--- config.mk ---
export PLATFORM = sky130hd
export DESIGN_NAME = snake_dir_ctrl
export DESIGN_NICKNAME = d
export VERILOG_FILES = /design/src/rtl/snake_pkg.sv /design/src/rtl/dir_fifo.sv /design/src/rtl/snake_dir_ctrl.sv
export SDC_FILE = /design/constraint.sdc
export NUM_CORES = 1
export LEC_CHECK = 0
export ABC_AREA = 1
export CORE_MARGIN = 3
export CORE_UTILIZATION = 61
export CTS_BUF_LIST = sky130_fd_sc_hd__clkbuf_4
export DETAILED_ROUTE_END_ITERATION = 7
export GPL_TIMING_DRIVEN = 0
export PLACE_DENSITY = 0.91
export SETUP_SLACK_MARGIN = 0.05
export SKIP_LAST_GASP = 1
export SLEW_MARGIN = 15
export SYNTH_ARGS = -nofsm -noshare
export SYNTH_HDL_FRONTEND = slang
export SYNTH_HIERARCHICAL = 1
export SYNTH_SLANG_ARGS = --single-unit
--- constraint.sdc ---
create_clock -name clk -period 5 [get_ports clk]
set_input_delay 1.25 -clock clk [delete_from_list [all_inputs] [get_ports clk]]
set_output_delay 1.25 -clock clk [all_outputs]
set_load 0.03 [all_outputs]
--- src/rtl/snake_pkg.sv ---
`default_nettype none
//------------------------------------------------------------------------------
// Module   : snake_pkg
// Purpose  : Shared types for the snake direction controller: direction
//            encoding, 2-bit direction type, controller FSM states and the
//            opposite-direction helper.
// Revision : 1.0 - initial release
//------------------------------------------------------------------------------
package snake_pkg;

    typedef logic [1:0] dir_t;

    // Encoding pairs opposite directions so they differ only in bit 0.
    localparam dir_t DIR_UP    = 2'd0;
    localparam dir_t DIR_DOWN  = 2'd1;
    localparam dir_t DIR_LEFT  = 2'd2;
    localparam dir_t DIR_RIGHT = 2'd3;

    typedef enum logic [0:0] {
        ST_IDLE = 1'b0,
        ST_RUN  = 1'b1
    } state_t;

    function automatic dir_t opposite_dir(input dir_t d);
        return d ^ 2'b01;
    endfunction

endpackage
`default_nettype wire

--- src/rtl/dir_fifo.sv ---
`default_nettype none
//------------------------------------------------------------------------------
// Module   : dir_fifo
// Purpose  : Small synchronous FIFO of directions holding pending turns.
//            Exposes both head (next to apply) and tail (last queued) so the
//            controller can filter new turns against the most recent one.
// Ports    : clk, reset (sync, active-low), flush, push, push_dir, pop,
//            head, tail, full, empty, count
// Revision : 1.0 - initial release
//------------------------------------------------------------------------------
module dir_fifo
    import snake_pkg::*;
#(
    parameter int QUEUE_DEPTH = 4
) (
    input  logic                           clk,
    input  logic                           reset,
    input  logic                           flush,
    input  logic                           push,
    input  dir_t                           push_dir,
    input  logic                           pop,
    output dir_t                           head,
    output dir_t                           tail,
    output logic                           full,
    output logic                           empty,
    output logic [$clog2(QUEUE_DEPTH):0]   count
);

    localparam int c_PTR_W = $clog2(QUEUE_DEPTH);
    localparam int c_CNT_W = c_PTR_W + 1;

    dir_t                 r_mem [QUEUE_DEPTH];
    logic [c_PTR_W-1:0]   r_wr_ptr;
    logic [c_PTR_W-1:0]   r_rd_ptr;
    logic [c_CNT_W-1:0]   r_count;

    logic                 w_do_push;
    logic                 w_do_pop;
    logic [c_PTR_W-1:0]   w_tail_ptr;

    assign full       = (r_count == c_CNT_W'(QUEUE_DEPTH));
    assign empty      = (r_count == '0);
    assign count      = r_count;
    assign w_tail_ptr = r_wr_ptr - 1'b1;
    assign head       = r_mem[r_rd_ptr];
    assign tail       = r_mem[w_tail_ptr];

    // A push into a full FIFO is only legal when the head leaves this cycle.
    assign w_do_pop  = pop && !empty;
    assign w_do_push = push && (!full || w_do_pop);

    // Pointers are power-of-two wide, so wrap is the natural overflow.
    always_ff @(posedge clk) begin
        if (!reset || flush) begin
            r_wr_ptr <= '0;
            r_rd_ptr <= '0;
            r_count  <= '0;
        end else begin
            if (w_do_push) begin
                r_wr_ptr <= r_wr_ptr + 1'b1;
            end
            if (w_do_pop) begin
                r_rd_ptr <= r_rd_ptr + 1'b1;
            end
            if (w_do_push && !w_do_pop) begin
                r_count <= r_count + 1'b1;
            end else if (w_do_pop && !w_do_push) begin
                r_count <= r_count - 1'b1;
            end
        end
    end

    always_ff @(posedge clk) begin
        if (reset && !flush && w_do_push) begin
            r_mem[r_wr_ptr] <= push_dir;
        end
    end

endmodule
`default_nettype wire

--- src/rtl/snake_dir_ctrl.sv ---
`default_nettype none
//------------------------------------------------------------------------------
// Module   : snake_dir_ctrl
// Purpose  : Converts key-press pulses into the snake movement direction.
//            Queues up to QUEUE_DEPTH turns, applies one per move_tick, and
//            rejects no-op and reversal turns.
// Ports    : clk, reset (sync, active-low)
//            up/down/left/right_press - one-cycle key pulses
//            game_run   - level, game in progress
//            move_tick  - one-cycle pulse, snake advances
//            cur_dir    - applied direction (UP=0 DOWN=1 LEFT=2 RIGHT=3)
//            dir_changed- pulse, cur_dir updated
//            queue_count- pending turns
//            drop_pulse - pulse, press discarded (queue full)
//            drop_count - saturating drop counter (SNAKE_DIR_DROP_STATS_EN)
// Config   : define SNAKE_DIR_DROP_STATS_EN to add drop_count[7:0].
// Revision : 1.0 - initial release
//------------------------------------------------------------------------------
module snake_dir_ctrl
    import snake_pkg::*;
#(
    parameter int   QUEUE_DEPTH = 4,
    parameter dir_t INIT_DIR    = DIR_RIGHT
) (
    input  logic                           clk,
    input  logic                           reset,
    input  logic                           up_press,
    input  logic                           down_press,
    input  logic                           left_press,
    input  logic                           right_press,
    input  logic                           game_run,
    input  logic                           move_tick,
    output dir_t                           cur_dir,
    output logic                           dir_changed,
    output logic [$clog2(QUEUE_DEPTH):0]   queue_count,
`ifdef SNAKE_DIR_DROP_STATS_EN
    output logic [7:0]                     drop_count,
`endif
    output logic                           drop_pulse
);

    state_t  r_state;
    dir_t    r_cur_dir;
    logic    r_dir_changed;
    logic    r_drop_pulse;

    state_t  w_state_nxt;
    dir_t    w_cur_dir_nxt;
    logic    w_dir_changed_nxt;
    logic    w_drop_nxt;
    logic    w_flush;
    logic    w_push;
    logic    w_pop;

    logic    w_cand_valid;
    dir_t    w_cand;
    dir_t    w_ref;
    logic    w_accept;
    logic    w_can_pop;

    dir_t    w_head;
    dir_t    w_tail;
    logic    w_full;
    logic    w_empty;
    logic [$clog2(QUEUE_DEPTH):0] w_count;

    dir_fifo #(
        .QUEUE_DEPTH (QUEUE_DEPTH)
    ) u_fifo (
        .clk      (clk),
        .reset    (reset),
        .flush    (w_flush),
        .push     (w_push),
        .push_dir (w_cand),
        .pop      (w_pop),
        .head     (w_head),
        .tail     (w_tail),
        .full     (w_full),
        .empty    (w_empty),
        .count    (w_count)
    );

    // Fixed priority up > down > left > right; losers are silently ignored.
    assign w_cand_valid = up_press | down_press | left_press | right_press;
    assign w_cand = up_press   ? DIR_UP   :
                    down_press ? DIR_DOWN :
                    left_press ? DIR_LEFT : DIR_RIGHT;

    // Filter against the last queued turn, not the applied one, so a burst
    // of quick presses cannot sneak in a reversal. Uses pre-pop queue state.
    assign w_ref    = w_empty ? r_cur_dir : w_tail;
    assign w_accept = w_cand_valid && (w_cand != w_ref) &&
                      (w_cand != opposite_dir(w_ref));
    assign w_can_pop = move_tick && !w_empty;

    always_ff @(posedge clk) begin
        if (!reset) begin
            r_state       <= ST_IDLE;
            r_cur_dir     <= INIT_DIR;
            r_dir_changed <= 1'b0;
            r_drop_pulse  <= 1'b0;
        end else begin
            r_state       <= w_state_nxt;
            r_cur_dir     <= w_cur_dir_nxt;
            r_dir_changed <= w_dir_changed_nxt;
            r_drop_pulse  <= w_drop_nxt;
        end
    end

    always_comb begin
        w_state_nxt       = r_state;
        w_cur_dir_nxt     = r_cur_dir;
        w_dir_changed_nxt = 1'b0;
        w_drop_nxt        = 1'b0;
        w_flush           = 1'b0;
        w_push            = 1'b0;
        w_pop             = 1'b0;
        unique case (r_state)
            ST_IDLE: begin
                if (game_run) begin
                    w_state_nxt   = ST_RUN;
                    w_cur_dir_nxt = INIT_DIR;
                    w_flush       = 1'b1;
                end
            end
            ST_RUN: begin
                if (!game_run) begin
                    // Leaving the game wins over any same-cycle push or pop.
                    w_state_nxt = ST_IDLE;
                    w_flush     = 1'b1;
                end else begin
                    if (w_can_pop) begin
                        w_pop             = 1'b1;
                        w_cur_dir_nxt     = w_head;
                        w_dir_changed_nxt = 1'b1;
                    end
                    if (w_accept) begin
                        if (!w_full || w_can_pop) begin
                            w_push = 1'b1;
                        end else begin
                            w_drop_nxt = 1'b1;
                        end
                    end
                end
            end
            default: begin
                w_state_nxt = ST_IDLE;
            end
        endcase
    end

`ifdef SNAKE_DIR_DROP_STATS_EN
    logic [7:0] r_drop_count;

    always_ff @(posedge clk) begin
        if (!reset || (r_state == ST_IDLE && game_run)) begin
            r_drop_count <= 8'd0;
        end else if (w_drop_nxt && (r_drop_count != 8'hFF)) begin
            r_drop_count <= r_drop_count + 8'd1;
        end
    end

    assign drop_count = r_drop_count;
`endif

    assign cur_dir     = r_cur_dir;
    assign dir_changed = r_dir_changed;
    assign drop_pulse  = r_drop_pulse;
    assign queue_count = w_count;

endmodule
`default_nettype wire
==> results by group <==
STA
  – Min Tclk post-route: 3.36 ns
  – RSZ-0062 raised after global routing: no
  – Rel. slew slack: 0.733
  – Final hold violations: 0
  – Final setup fails: 0
  – Worst-margin pin slew: 0.399 ns
  – FMAX: 0.297 GHz
  – Slew Limit Fails: 0
  – Clock skew: 0.00156 ns
  – Setup TNS: 0 ns
  – Crit share post-route: 0.673

Clocking
  – Hold Buf Count CTS: 0
  – Worst skew pair latency: 0.31 ns
  – Clk slew on worst S/H paths: 0.12 ns
  – CTS tree: done
  – Number of CTS-inserted buffers: 3
  – H-tree Lvls: 1
  – # Post-CTS Setup Buffers: 0
  – CTS Buffer Depth: 2
  – Clk sinks: 22
  – CTS Root Cell: clkbuf_4
  – Post_cts resized: 0

Final layout
  – Layout cells sized above 1: 0.0970
  – Antenna diode count: 0
  – Area growth syn-to-layout: 19.4%
  – Final nets: 181
  – Final instance area: 1380 sq um
  – Final Util: 0.783
  – Fillers: 134

Routing
  – Routed length on met3: 130 microns
  – DR pass1 iterations: 4
  – Routed WL: 2340 microns
  – Uppermost layer routed: met4
  – Via Count: 966
  – Drc violations: 0
  – WL per Instance: 12.3 microns
  – Detail Route Antenna Nets: 0
  – M1 WL: 942 microns
  – Initial drt markers: 20
  – Via/cell ratio: 5.08
  – Met2 wire len: 1190 microns

Synth
  – Synthesis Warnings: 6
  – Syn Inst Count: 147
  – Cell Area, Synth: 1160 sq um
  – Post-synth net total: 162
  – Syn_area_per_cell: 7.87 sq um

Die
  – DIE HEIGHT: 49.6 microns
  – Die area: 2460 sq um
  – Row cnt: 15
  – Starting Density: 0.656
  – Io pins: 15
  – Core ar.: 1760 sq um
  – Die X: 49.6 microns

Critical path
  – Slowest Stage Delay on Critical Path: 0.46 ns
  – Worst-path maximum fanout: 6
  – Slowest-stage cell, CP: clkdlybuf4s50_1
  – Most used cell, CP: nand2_1
  – CP startpoint kind: input port
  – CP arrival: 3.59 ns
  – Critical path, cell by cell: clkdlybuf4s50_1 -> nor2_4 -> nand2_1 -> nand2_1 -> nand3_1 -> nor2_1 -> nand2_2 -> inv_2 -> ha_1 -> inv_1 -> fa_1 -> inv_1 -> nand2_1 -> nand3_1 -> nand2_1 -> nand2_1 -> nor2_1
  – Critical path class: input port to flip-flop
  – Critical Path RT: 5.22 ns
  – CP Capture Type: flip-flop

Global routing
  – Antenna violations before repair: 0
  – Total GRT Usage: 0.209
  – First-pass GRT wire length: 3880 microns
  – Number of global-route vias before repair: 948
  – Grt total ovfl: 0
  – Largest net degree at the start of global routing: 14

Power
  – Leakage: 0.576 nW
  – PD cells: 269 nW/um^2
  – Peak supply drop: 177 uV

Run status
  – Outcome: complete, no violations

Placement
  – Routability cong.: 0.811
  – Half-perimeter wire length after placement: 1860 microns
  – Placed Area: 1330 sq um
  – Port bufs: 14

Flow run
  – Total of max-cap violations: 0

Hold path
  – HP Class: flip-flop to flip-flop
-- through the flow --
step	cells	hold slack [ns]	setup slack, ns	power, mW
after global placement	186	0.443	1.41	0.237
after CTS	190	0.499	1.66	0.376
final	190	0.495	1.64	0.372
after floorplan	147	0.466	2.10	0.223
after detailed placement	186	0.472	1.32	0.239
after global routing	190	0.524	1.39	0.388
-- layout make-up --
cell class / instances / area [sq um] / area share
timing repair buffer: 14 / 140 / 0.101
tap: 25 / 31.3 / 0.0226
inverter: 30 / 113 / 0.0815
multi-input combinational: 95 / 524 / 0.380
clock inverter: 1 / 30.0 / 0.0217
clock buffer: 3 / 22.5 / 0.0163
sequential: 22 / 520 / 0.377
-- layout by cell type (no fill, tap or decap) --
cell type         n
bufinv_16         1
inv_1            27
dfxtp_1          14
fa_1              1
or2_0             2
xor2_1            1
nand2_2           4
o22ai_1           3
inv_2             3
o21ai_0           6
nand2_1          26
a21boi_1          1
clkbuf_4          3
clkdlybuf4s50_1  14
edfxtp_1          8
nand3_1          11
ha_1              6
nor3_1            1
nand3_2           2
or2_1             1
nor2_1           21
a21oi_1           6
nor2_4            3
-- power by group --
| part | switching [mW] | internal, mW | leakage (nW) |
|---|---|---|---|
| clock | 0.0552 | 0.0811 | 0.0279 |
| combinational | 0.0257 | 0.0182 | 0.362 |
| sequential | 0.00320 | 0.188 | 0.187 |
-- worst max-delay path: cells and delay by family --
kind,cells,cell delay (ns)
AND/OR/NAND/NOR,11,1.10
buffers and inverters,4,0.66
adder cells (fa/ha/maj),2,0.55
-- path summary, 6_finish.rpt --
check	start	endpoint	slack (ns)	cells past startpoint
hold / removal	cur_dir[0]	cur_dir[0]	0.49	2
setup reg to reg	u_fifo/r_wr_ptr[0]	u_fifo/count[2]	1.95	22
hold reg to reg	cur_dir[0]	cur_dir[0]	0.49	2
setup / recovery	up_press	u_fifo/count[2]	1.64	17
-- metal layers --
metal	up-vias	track usage
li1	493	-
met1	440	0.224
met2	25	0.361
met3	8	0.0574
met4	0	0.129
met5	-	0
-- flip-flops by register name, indices dropped and copies added (netlist names), named ones only --
name	cells
drop_pulse	1
u_fifo/r_rd_ptr	2
r_state	1
u_fifo/r_wr_ptr	2
u_fifo/count	3
dir_changed	1
cur_dir	2
u_fifo/r_mem	8
No activity file was read; power rests on OpenSTA's default activity.
